--- config.mk ---
export PLATFORM = sky130hd
export DESIGN_NAME = seg_scan_mux
export DESIGN_NICKNAME = d
export VERILOG_FILES = /design/src/rtl/seg_pkg.sv /design/src/rtl/seg_refresh_prescaler.sv /design/src/rtl/seg_scan_mux.sv
export SDC_FILE = /design/constraint.sdc
export NUM_CORES = 1
export LEC_CHECK = 0
export CORE_UTILIZATION = 55
export DETAILED_ROUTE_END_ITERATION = 10
export PLACE_DENSITY = 0.84
export SLEW_MARGIN = 20
export SYNTH_ARGS = -nofsm -noshare
export SYNTH_HDL_FRONTEND = slang
export SYNTH_SLANG_ARGS = --single-unit
--- constraint.sdc ---
create_clock -name clk -period 3.69 [get_ports clk]
set_input_delay 0.738 -clock clk [delete_from_list [all_inputs] [get_ports clk]]
set_output_delay 0.738 -clock clk [all_outputs]
set_load 0.005 [all_outputs]
--- src/rtl/seg_pkg.sv ---
// Shared constants for the multiplexed 7-segment display scanner.
package seg_pkg;

  localparam int   NIBBLE_W           = 4;
  localparam int   DEFAULT_NUM_DIGITS = 4;

  // Anodes and decimal point are active-low, so "off" is a 1.
  localparam logic ANODE_OFF = 1'b1;
  localparam logic DP_OFF    = 1'b1;

  // True when a 4-bit digit is zero; used for leading-zero blanking.
  function automatic logic nibble_is_zero(input logic [NIBBLE_W-1:0] nib);
    return (nib == 4'h0);
  endfunction

endpackage

--- src/rtl/seg_refresh_prescaler.sv ---
// Slot timer: counts 0..REFRESH_DIV-1, flags the last cycle of a slot
// (tick) and whether the anti-ghosting guard window has elapsed (lit).
module seg_refresh_prescaler #(
  parameter int REFRESH_DIV = 50000,
  parameter int GUARD       = 8
) (
  input  logic clk,
  input  logic rst,
  output logic tick,
  output logic lit
);

  localparam int CNT_W = $clog2(REFRESH_DIV);

  logic [CNT_W-1:0] cnt_q;
  logic [CNT_W-1:0] cnt_d;

  // Next-count logic and slot flags derived from the current count.
  always_comb begin
    tick = (cnt_q == CNT_W'(REFRESH_DIV - 1));
    lit  = (cnt_q >= CNT_W'(GUARD));
    if (tick) begin
      cnt_d = {CNT_W{1'b0}};
    end else begin
      cnt_d = cnt_q + CNT_W'(1);
    end
  end

  // Slot counter register.
  always_ff @(posedge clk) begin
    if (rst) begin
      cnt_q <= {CNT_W{1'b0}};
    end else begin
      cnt_q <= cnt_d;
    end
  end

endmodule

--- src/rtl/seg_scan_mux.sv ---
// Time-multiplexed common-anode 7-segment scanner. One digit per refresh
// slot; new values are only adopted at the frame boundary so a frame never
// mixes old and new digits.
// Optional: define LEADING_ZERO_BLANK_EN to blank leading zero digits.
module seg_scan_mux
  import seg_pkg::*;
#(
  parameter int NUM_DIGITS  = DEFAULT_NUM_DIGITS,
  parameter int REFRESH_DIV = 50000,
  parameter int GUARD       = 8
) (
  input  logic                           clk,
  input  logic                           rst,
  input  logic [NIBBLE_W*NUM_DIGITS-1:0] value,
  input  logic [NUM_DIGITS-1:0]          dp_in,
  input  logic                           load,
  output logic                           update_pending,
  output logic [NIBBLE_W-1:0]            binary,
  output logic                           dp_out,
  output logic [NUM_DIGITS-1:0]          anode,
  output logic                           frame_start
);

  localparam int IDX_W = $clog2(NUM_DIGITS);
  localparam int VAL_W = NIBBLE_W * NUM_DIGITS;

  logic tick;
  logic lit;

  logic [IDX_W-1:0]      idx_q,          idx_d;
  logic [VAL_W-1:0]      shown_q,        shown_d;
  logic [NUM_DIGITS-1:0] shown_dp_q,     shown_dp_d;
  logic [VAL_W-1:0]      pending_q,      pending_d;
  logic [NUM_DIGITS-1:0] pending_dp_q,   pending_dp_d;
  logic                  upd_q,          upd_d;
  logic [NUM_DIGITS-1:0] anode_q,        anode_d;
  logic [NIBBLE_W-1:0]   binary_q,       binary_d;
  logic                  dp_q,           dp_d;
  logic                  frame_start_q,  frame_start_d;

  logic                  last_slot;
  logic                  frame_tick;
  logic [NUM_DIGITS-1:0] blank;
  logic [NIBBLE_W-1:0]   shown_nib [NUM_DIGITS];

  seg_refresh_prescaler #(
    .REFRESH_DIV (REFRESH_DIV),
    .GUARD       (GUARD)
  ) u_prescaler (
    .clk  (clk),
    .rst  (rst),
    .tick (tick),
    .lit  (lit)
  );

  // Split the shown value into per-digit nibbles for indexed selection.
  always_comb begin
    for (int i = 0; i < NUM_DIGITS; i++) begin
      shown_nib[i] = shown_q[i*NIBBLE_W +: NIBBLE_W];
    end
  end

`ifdef LEADING_ZERO_BLANK_EN
  // Blank a digit when it and every more-significant digit are zero and its
  // dp is off; digit 0 always stays visible so zero reads as "0".
  always_comb begin
    logic zero_above;
    zero_above = 1'b1;
    blank      = {NUM_DIGITS{1'b0}};
    for (int i = NUM_DIGITS - 1; i >= 0; i--) begin
      zero_above = zero_above & nibble_is_zero(shown_nib[i]);
      if (i != 0) begin
        blank[i] = zero_above & ~shown_dp_q[i];
      end else begin
        blank[i] = 1'b0;
      end
    end
  end
`else
  // All digits are always displayed.
  always_comb begin
    blank = {NUM_DIGITS{1'b0}};
  end
`endif

  // Digit sequencing, load handshake and frame-boundary transfer.
  always_comb begin
    last_slot  = (idx_q == IDX_W'(NUM_DIGITS - 1));
    frame_tick = tick & last_slot;

    if (tick) begin
      if (last_slot) begin
        idx_d = {IDX_W{1'b0}};
      end else begin
        idx_d = idx_q + IDX_W'(1);
      end
    end else begin
      idx_d = idx_q;
    end

    shown_d      = shown_q;
    shown_dp_d   = shown_dp_q;
    pending_d    = pending_q;
    pending_dp_d = pending_dp_q;
    upd_d        = upd_q;
    if (frame_tick) begin
      // A load on the boundary bypasses the pending register.
      if (load) begin
        shown_d    = value;
        shown_dp_d = dp_in;
        upd_d      = 1'b0;
      end else if (upd_q) begin
        shown_d    = pending_q;
        shown_dp_d = pending_dp_q;
        upd_d      = 1'b0;
      end else begin
        upd_d      = 1'b0;
      end
    end else if (load) begin
      // Last load before the boundary wins.
      pending_d    = value;
      pending_dp_d = dp_in;
      upd_d        = 1'b1;
    end else begin
      upd_d        = upd_q;
    end

    frame_start_d = frame_tick;
  end

  // Display outputs for the current slot, one cycle behind the slot state.
  always_comb begin
    anode_d  = {NUM_DIGITS{ANODE_OFF}};
    binary_d = shown_nib[idx_q];
    dp_d     = ~shown_dp_q[idx_q];
    if (lit && !blank[idx_q]) begin
      anode_d[idx_q] = ~ANODE_OFF;
    end else begin
      anode_d = {NUM_DIGITS{ANODE_OFF}};
    end
  end

  // State and output registers.
  always_ff @(posedge clk) begin
    if (rst) begin
      idx_q         <= {IDX_W{1'b0}};
      shown_q       <= {VAL_W{1'b0}};
      shown_dp_q    <= {NUM_DIGITS{1'b0}};
      pending_q     <= {VAL_W{1'b0}};
      pending_dp_q  <= {NUM_DIGITS{1'b0}};
      upd_q         <= 1'b0;
      anode_q       <= {NUM_DIGITS{ANODE_OFF}};
      binary_q      <= {NIBBLE_W{1'b0}};
      dp_q          <= DP_OFF;
      frame_start_q <= 1'b0;
    end else begin
      idx_q         <= idx_d;
      shown_q       <= shown_d;
      shown_dp_q    <= shown_dp_d;
      pending_q     <= pending_d;
      pending_dp_q  <= pending_dp_d;
      upd_q         <= upd_d;
      anode_q       <= anode_d;
      binary_q      <= binary_d;
      dp_q          <= dp_d;
      frame_start_q <= frame_start_d;
    end
  end

  assign update_pending = upd_q;
  assign anode          = anode_q;
  assign binary         = binary_q;
  assign dp_out         = dp_q;
  assign frame_start    = frame_start_q;

endmodule

==> impl_results.md, run 1 <==
* Clk_skew at 0.007340 ns
* Actual slew at the worst max-slew pin at 0.7132 ns
* Placement row count at 27
* Critical Path RT at between 3 and 4 ns
* CTS root buffer: clkbuf_8
* R2r endpoint: shown_q[11]
* Die Span X at 79.41 um
* Peak VDD IR at 0.0002575 V
* Vert. Die Dim at 79.41 um
* Worst Hold Endpoint: pending_q[11]
* Area of the multi-input gates at 0.001799 sq mm
* Post-synthesis area per instance at 9.809 sq um
* DRT iter0 DRCs at 159
* Ys async rst share at 0%
* Final Slew Violations at 0
* Vias per cell at 5.379
* Grt total ovfl at 0
* Critical Path AT at 2.59 ns
* Slowest cell on crit path: clkdlybuf4s50_1
* Htree depth at 3
* Post-synthesis instance total at around 340
* Crit-path cells: clkdlybuf4s50_1 -> buf_4 -> mux2i_1 -> nor2_1 -> mux2_2
* Final cell count without fillers at roughly 440
* Sequential area share after synthesis at 41.91%
* CTS Hold Buffers Added at 0
* Slew headroom at 52.30%
* Clk slew on worst S/H paths at approximately 0.070 ns
* Final Core Density at 68.95%
* Dpl cells at 425
* R2R cell count at 5
* Hold Fails Final Rpt at 0
* Worst path bufs/invs at 2
* Post-synthesis cell type count at 35
* Post-synthesis compound-gate area fraction at 1.936%
* Multiplexer area fraction after synthesis at 22.40%
* # port buffers at 33
* GRT Total Usage at 20.85%
* Status: complete, no violations
* Setup TNS at 0 ns
* Main combinational cell family by area after synthesis: simple AND/OR/NAND/NOR gates
* CTS buffer count at 9
* IO Pins at 34
* Clock Path Buffers at 2
* Power Dens Cells at 400.0 mW/mm^2
* First-pass GRT wire length at 10,010 um
* Setup CP Type: input pin to flip-flop
* Vias in the first global route at roughly 2,200
* Worst R2R Setup Slack at about 1.6 ns
* Syn Nets at around 370
* Clk sink count at 69
* Post-CTS Setup Inserts at 0
* Hold Crit Class: flip-flop to flip-flop
* Crit path launch: load
* Area growth syn-to-layout at 18.03%
* Drt first pass iters at 4
* Endpoint class of the critical path: flip-flop
* Filler cell count at 421
* Commonest cells after routing, fill and taps aside: dfxtp_1 (69), nand2b_1 (41), mux2i_1 (40)
* GP Congestion at 0.7843
* Initial antenna violation count at 0
* Layout net count at 393
* Final setup fails at 0
* DR WL/cell at ~14 um
* Share of layout cells above drive strength 1 at 14.09%
* Clock Latency Late Sink at 0.35 ns
* TritonCTS clock tree: done
* Number of synthesized flops with an enable pin at 0
* Post-synthesis adder-cell area fraction at 2.278%
* Dpl hpwl at 3869 um
* Critical path fanouts, max at 12
* Core Footprint at about 0.0056 sq mm
* XOR/XNOR share of the synthesized area at 3.189%
* Die area at 0.006306 sq mm
* Reg-to-Reg Start: u_prescaler.cnt_q[12]
* P_leak at 0.001550 uW
* Min-delay src: pending_q[11]
* Max-cap viol count at 0
* Antenna Nets Post-Route at 0
* CP max stage delay at a little over 0.9 ns
* Simple-Gate Fraction of Synth Area at 24.60%
* Commonest non-fill, non-tap cell in the layout: dfxtp_1
* Largest net degree at the start of global routing at 57
* Min Clock Period, post-route at 2.359 ns
* Yosys warns at 0
* Delay-heaviest family, CP: buffers and inverters
* DRT Wirelength at 5974 um
* DRC viols at 0
* Synthesized cell area at approximately 0.0033 sq mm
* Post_cts resized at 0
* Antenna cell count at 0
* Synth Flop Type: dfxtp_1
* RSZ-0062 raised after global routing: no
* Synth Register Bits at 69
* Vias at roughly 2,400
* Worst setup SP type: input pin
* Highest clock rate at 0.4239 GHz
* Sequential Area at 0.001381 sq mm
* Period utilisation layout at a little under two thirds
* Initial Util at 58.42%
* Worst hold stages at 2
## logic make-up (layout without fill, tap and decap cells)
| logic type | count (synthesis) | after routing |
|---|---|---|
| and+or+nand+nor | 143 | 143 |
| DFF | 69 | 69 |
| muxes | 65 | 65 |
| buffers and inverters | 30 | 63 |
| xor gates and xnor gates | 12 | 12 |
| AOI/OAI and AO/OA | 11 | 11 |
| adders and majority gates | 6 | 6 |
## final cells by class
cell class	instances	share of cell area, %
Clock inverter	7	2.316
Timing Repair Buffer	37	9.456
Tap cell	72	2.316
Clock buffer	9	3.184
Inverter	10	0.9649
Multi-Input combinational cell	237	46.25
Sequential cell	69	35.51
## sequential cells by signal, indices dropped and copies added, names as in the netlist, 2 cells and up
| name | flops |
|---|---|
| pending_q | 16 |
| shown_q | 16 |
| u_prescaler.cnt_q | 16 |
| anode | 4 |
| binary | 4 |
| pending_dp_q | 4 |
| shown_dp_q | 4 |
| idx_q | 2 |
## worst reg2reg max path: cells and delay by family (launching register included)
kind	cells	cell delay [ns]
AND/OR/NAND/NOR	3	1.10
flip-flops	1	0.34
multiplexers	1	0.32
buffers and inverters	1	0.25
## report_power, final
group          switching [uW]  internal, uW
registers                11.9           761
logic                    53.4          61.5
clock network             291           376
total                     357          1200
## stage by stage
stage | hold slack, ns | power (uW) | worst slack (ns) | area, sq um
finish | 0.4700 | 1556 | 1.331 | 3890
global placement | 0.4574 | 902.0 | 1.009 | 3676
global route | 0.4889 | 1612 | 1.206 | 3890
CTS | 0.4755 | 1563 | 1.322 | 3890
detailed placement | 0.4665 | 905.6 | 0.9823 | 3676
floorplan | 0.4480 | 860.9 | 1.711 | 3296
## synthesized netlist by cell type (5+ instances only)
| cell | n | share of area [%] |
|---|---|---|
| clkbuf_1 | 12 | 1.4 |
| dfxtp_1 | 69 | 42 |
| ha_1 | 6 | 2.3 |
| inv_1 | 10 | 1.1 |
| mux2_2 | 20 | 6.8 |
| mux2i_1 | 40 | 12 |
| mux4_2 | 5 | 3.4 |
| nand2_1 | 6 | 0.68 |
| nand2b_1 | 41 | 7.8 |
| nand3_1 | 7 | 1.1 |
| nor2_1 | 35 | 4.0 |
| nor2b_1 | 25 | 4.7 |
| nor3_1 | 8 | 1.2 |
| xnor2_1 | 8 | 2.1 |
## how the worst max path moves through the flow
| stage | endpoint | slack, ns | depth (start not counted) |
|---|---|---|---|
| floorplan | idx_q[0] | 1.71 | 4 |
| global placement | shown_q[9] | 1.01 | 5 |
| detailed placement | shown_q[7] | 0.98 | 5 |
| CTS | shown_q[7] | 1.32 | 5 |
| global route | shown_q[11] | 1.21 | 5 |
| finish | shown_q[7] | 1.33 | 5 |
## routing by layer
metal | global-route usage, % | share of wire, % | vias up
met5 | 0 | 0 | -
met4 | 8.727 | 1.6 | 0
met3 | 5.829 | 3.1 | 9
met2 | 35.69 | 51 | 39
met1 | 24.39 | 44 | 1131
li1 | - | - | 1193
Power figures use the tool's default switching activity.
==> run 2: changes to the inputs <==
CORE_UTILIZATION = 51   (was 55)
PLACE_DENSITY = 0.82   (was 0.84)
clock period = 2.1 ns   (was 3.69 ns; I/O delays follow)
==> run 2 against run 1 <==
Utilization down 3.9 points. Critical path type is now flip-flop to flip-flop. Cell count up 2.9%. Flip-flop and latch count unchanged. Combinational power up 93%. Register-to-register slack worse by 1.5 ns. Critical path depth down 1. Sequential power up 76%. Via count up 2.1%. Wire length up 3.1%.
==> impl_results.md, run 2 (synthesis gave the netlist of run 1 again) <==
* Highest clock rate at 0.4861 GHz
* Register share of total power at a little under three fifths
* Clk network pwr share at around 36%
* Vias at 2,422
* Initial antenna violation count at 0
* Worst R2R Setup Slack at 0.04 ns
* Commonest cells after routing, fill and taps aside: dfxtp_1 (69), nand2b_1 (41), mux2i_1 (40)
* Die Span X at a little over 80 um
* GRT Total Usage at 21.24%
* DR WL/cell at between 10 and 15 um
* Worst setup SP type: flip-flop
* Max-cap viol count at 0
* GP Congestion at approximately 0.79
* Largest net degree at the start of global routing at 24
* TritonCTS clock tree: done
* Hold Fails Final Rpt at 0
* Sw Pwr at between 500 and 600 uW
* Worst hold stages at 2
* Crit path launch: u_prescaler.cnt_q[13]
* Period utilisation layout at between 90 and 100%
* Crit-path cells: or4_4 -> or4_4 -> or4_4 -> a21oi_2
* Min Clock Period, post-route at 2.057 ns
* Hold Crit Class: flip-flop to flip-flop
* CTS root buffer: clkbuf_8
* Slowest cell on crit path: or4_4
* IO Pins at 34
* Core Footprint at around 0.006 sq mm
* R2R cell count at 4
* Setup CP Type: flip-flop to flip-flop
* Worst path bufs/invs at 0
* Antenna Nets Post-Route at 0
* Initial Util at 54.38%
* Antenna cell count at 0
* Endpoint class of the critical path: flip-flop
* Post-CTS Setup Inserts at 0
* Min-delay src: pending_q[1]
* Delay-heaviest family, CP: simple AND/OR/NAND/NOR gates
* Layout net count at 405
* Clk_skew at ~0.0063 ns
* Critical Path AT at 2.33 ns
* P_leak at 0.001594 uW
* Worst slack, placed at 0.07178 ns
* Final cell count without fillers at 454
* Tot Pwr at 2445 uW
* Most used cell, CP: or4_4
* Clk sink count at 69
* Combinational share of power at a little under a tenth
* Slew headroom at 73.45%
* Critical Path RT at 2.38 ns
* Die area at 0.006787 sq mm
* Dpl cells at 440
* Internal power at 1868 uW
* Status: complete, no violations
* Switching share of power at 23.63%
* DRT iter0 DRCs at ~130
* Setup ws final at approximately 0.043 ns
* Dpl hpwl at 4246 um
* # port buffers at 33
* Largest registers: pending_q x16, shown_q x16, u_prescaler.cnt_q x16
* Area growth syn-to-layout at 19.55%
* Drt first pass iters at 4
* Vias in the first global route at ~2,400
* Grt total ovfl at 0
* DRT Wirelength at 6161 um
* Power Dens Cells at 620.7 mW/mm^2
* RSZ-0062 raised after global routing: no
* Final Slew Violations at 0
* Vert. Die Dim at 82.39 um
* Vias per cell at 5.335
* Instance count on the critical path at 4
* Share of layout cells above drive strength 1 at 16.36%
* Clock Latency Late Sink at 0.34 ns
* Critical path fanouts, max at 3
* Final setup fails at 0
* CTS buffer count at 9
* First-pass GRT wire length at approximately 11,000 um
* CP max stage delay at approximately 0.55 ns
* WHS at 0.4711 ns
* DRC viols at 0
* Commonest non-fill, non-tap cell in the layout: dfxtp_1
* Clock Path Buffers at 2
* Setup TNS at 0 ns
* Peak VDD IR at ~0.00047 V
* Htree depth at 3
* Clk slew on worst S/H paths at ~0.07 ns
* Actual slew at the worst max-slew pin at 0.3983 ns
* Placement row count at 28
* Reg-to-Reg Start: u_prescaler.cnt_q[13]
## run 2: changes by cell type in the layout (fill, tap and decap cells not counted), sizes merged
| cell | delta |
|---|---|
| buf | +12 |
| bufinv | -2 |
| clkbuf | +2 |
| clkinvlp | -2 |
## run 2: path summary, 6_finish.rpt
path	to
worst max-delay path	idx_q[0]
worst max register to register	idx_q[0]
worst min register to register	pending_q[1]
worst min-delay path	pending_q[1]
## run 2: worst reg2reg max path, cell delays in order, from the launching register on
cell and delay [ns]:
dfxtp_1 0.33, or4_4 0.55, or4_4 0.54, or4_4 0.43
a21oi_2 0.14
## run 2: repair_timing
| item | 4_1_cts | 5_1_grt |
|---|---|---|
| hold buffers | 0 | 0 |
| endpoints found under the setup margin | 0 | 6 |
| gates resized for setup | 0 | 3 |
## run 2: layout make-up
| type | count | area, sq um |
|---|---|---|
| clock buffers | 11 | 131.4 |
| clock inverters | 3 | 15.01 |
| fillers | 517 | 2121 |
| inverters | 10 | 37.54 |
| multi-input cells | 237 | 1807 |
| flip-flops and latches | 69 | 1381 |
| well taps | 75 | 93.84 |
| repair buffers | 49 | 474.2 |
## run 2: metal layers
layer,track usage (%),share of wire (%),vias up
met4,7.895,1.2,0
met5,0,0,-
li1,-,-,1207
met1,24.45,44,1168
met2,35.87,51,40
met3,7.802,3.7,7
## run 2: power by group through the flow
| stage | clock network, uW | logic [uW] | registers [uW] |
|---|---|---|---|
| after floorplan | 0 | 129 | 1380 |
| after global placement | 0 | 215 | 1380 |
| after detailed placement | 0 | 223 | 1380 |
| after CTS | 893 | 224 | 1360 |
| after global routing | 962 | 243 | 1360 |
| final | 868 | 222 | 1360 |
## run 2: through the flow
stage	instance area, sq um	utilization (%)
final	3940	65.01
after global routing	3940	65.01
after CTS	3929	64.82
after detailed placement	3782	62.41
after global placement	3782	62.41
after floorplan	3296	-
==> run 3: changes to the inputs <==
CORE_UTILIZATION = 55   (was 51)
DONT_BUFFER_PORTS = 1   (was not set)
PLACE_DENSITY = 0.79   (was 0.82)
==> run 3 against run 2 <==
Cell count is 8.6% lower. Die area is 7.1% lower. Fmax is 1.1% lower. Hold slack worse by 0.30 ns. Sequential share of layout area is 3.5 points higher. Clock-buffer cell count is 2 higher. Via count is 8.2% lower. Clock power is 14% higher. Global-route usage is 1.7 points lower. Wire length is 10% lower. Critical path type unchanged. Largest power group unchanged. Highest routed layer unchanged.
==> impl_results.md, run 3 (synthesis gave the netlist of run 1 again) <==
* Status: complete, no violations
* Slowest cell on crit path: or4_4
* DR WL/cell at 13.35 um
* Initial Util at 58.42%
* P_leak at ~0.0014 uW
* Endpoint class of the critical path: flip-flop
* Register share of total power at 54.8%
* First-pass GRT wire length at 9501 um
* Post-CTS Setup Inserts at 0
* Filler cell count at 451
* Critical Path RT at 2.36 ns
* Combinational share of power at just over 5%
* CTS buffer count at 9
* IO Pins at 34
* CP max stage delay at roughly 0.57 ns
* R2r endpoint: idx_q[0]
* Period utilisation layout at between 90% and 100%
* Final Slew Violations at 0
* DRT Wirelength at 5540 um
* Die area at 0.006306 sq mm
* Slew headroom at about 73%
* Tot Pwr at between 2000 and 2500 uW
* Power Dens Cells at ~690 mW/mm^2
* Die Span X at 79.41 um
* Peak VDD IR at 0.0005107 V
* CTS root buffer: clkbuf_8
* Share of layout cells above drive strength 1 at 16.33%
* TritonCTS clock tree: done
* Clk network pwr share at 40.0%
* Internal power at 1955 uW
* Vert. Die Dim at 79.41 um
* Vias at 2,224
* Initial antenna violation count at 0
* Clk_skew at 0.005346 ns
* Max-cap viol count at 0
* Reg-to-Reg Start: u_prescaler.cnt_q[12]
* WHS at 0.1718 ns
* Placement row count at 27
* CTS Hold Buffers Added at 0
* Sw Pwr at ~520 uW
* Setup CP Type: flip-flop to flip-flop
* Worst Hold Endpoint: idx_q[0]
* Clk sink count at just under 70
* Setup ws final at 0.02107 ns
* Hold Crit Class: input pin to flip-flop
* GP Congestion at 0.8131
* Post_cts resized at 0
* Dpl hpwl at 3737 um
* # port buffers at 0
* DRC viols at 0
* Min Clock Period, post-route at 2.079 ns
* Drt first pass iters at 4
* Largest registers: pending_q x16, shown_q x16, u_prescaler.cnt_q x16
* Design area at roughly 0.0036 sq mm
* Grt total ovfl at 0
* Htree depth at 3
* Critical path fanouts, max at 3
* Worst hold stages at 1
* Clk slew on worst S/H paths at 0.06 ns
* Area post-placement at 0.003398 sq mm
* Most used cell, CP: or4_4
* R2R cell count at 4
* Largest net degree at the start of global routing at 93
* Crit-path cells: or4_4 -> or4_4 -> or4_4 -> a21oi_2
* GRT Total Usage at 19.56%
* Layout net count at 368
* Critical Path AT at 2.34 ns
* Antenna cell count at 0
* Core Footprint at roughly 0.0056 sq mm
* Final setup fails at 0
* Area growth syn-to-layout at 8.618%
* Sequential Area at approximately 0.0014 sq mm
* Min-delay src: rst
* Final Core Density at 63.45%
* Clock Latency Late Sink at about 0.33 ns
* Worst slack, placed at 0.06142 ns
* Worst R2R Setup Slack at 0.02 ns
* Area of the multi-input gates at 0.001807 sq mm
* Actual slew at the worst max-slew pin at roughly 0.41 ns
* Vias in the first global route at 2,195
* Worst setup SP type: flip-flop
* Commonest non-fill, non-tap cell in the layout: dfxtp_1
* Highest clock rate at 0.4810 GHz
* Antenna Nets Post-Route at 0
* DRT iter0 DRCs at 114
* Clock Path Buffers at 2
* Switching share of power at a little over a fifth
* Vias per cell at 5.359
* Commonest cells after routing, fill and taps aside: dfxtp_1 (69), nand2b_1 (41), mux2i_1 (40)
* Hold Fails Final Rpt at 0
[run 3: cell count changes in the layout (fill, tap and decap cells not counted)]
cell,previous run,this run
buf_12,2,0
clkbuf_1,2,4
buf_6,1,0
buf_2,1,0
clkdlybuf4s50_1,32,0
clkinv_2,3,1
bufinv_16,0,1
buf_4,13,12
[run 3: worst max-delay path by stage]
stage                          startpoint  endpoint  slack [ns]  cells past startpoint
CTS                 u_prescaler.cnt_q[12]  idx_q[0]        0.04                      4
floorplan           u_prescaler.cnt_q[12]  idx_q[0]        0.12                      4
global route        u_prescaler.cnt_q[12]  idx_q[0]       -0.01                      4
detailed placement  u_prescaler.cnt_q[12]  idx_q[0]        0.06                      4
global placement    u_prescaler.cnt_q[12]  idx_q[0]        0.10                      4
finish              u_prescaler.cnt_q[12]  idx_q[0]        0.02                      4
[run 3: per-stage QoR]
step | cells | setup TNS (ns)
floorplan | 336 | 0
global placement | 400 | 0
detailed placement | 400 | 0
CTS | 415 | 0
global route | 415 | -0.01119
finish | 415 | 0
[run 3: final cells by class]
class                      count  share of cell area (%)
sequential                    69                   38.59
tap                           72                   2.517
inverter                      10                   1.049
clock buffer                  13                   3.880
clock inverter                 2                  0.9787
multi-input combinational    237                   50.47
timing repair buffer          12                   2.517
[run 3: per-layer routing]
metal	routed length, um	vias to the layer above	part of all wire [%]	track usage, %
met2	2714	27	49	34.14
li1	-	1138	-	-
met3	185	6	3.3	6.629
met4	46	0	0.83	6.364
met1	2594	1053	47	22.31
met5	0	-	0	0
[run 3: worst max-delay path: cells and delay by family, from the launching register on]
kind,cells,cell delay (ns)
flip-flops,1,0.33
AO/OA/AOI/OAI,1,0.13
AND/OR/NAND/NOR,3,1.54
[run 3: power by group through the flow]
stage	combinational (uW)	clock, uW	sequential (uW)
floorplan	129	0	1380
global placement	125	0	1380
detailed placement	129	0	1380
CTS	130	1010	1360
global route	142	1080	1360
finish	127	989	1360
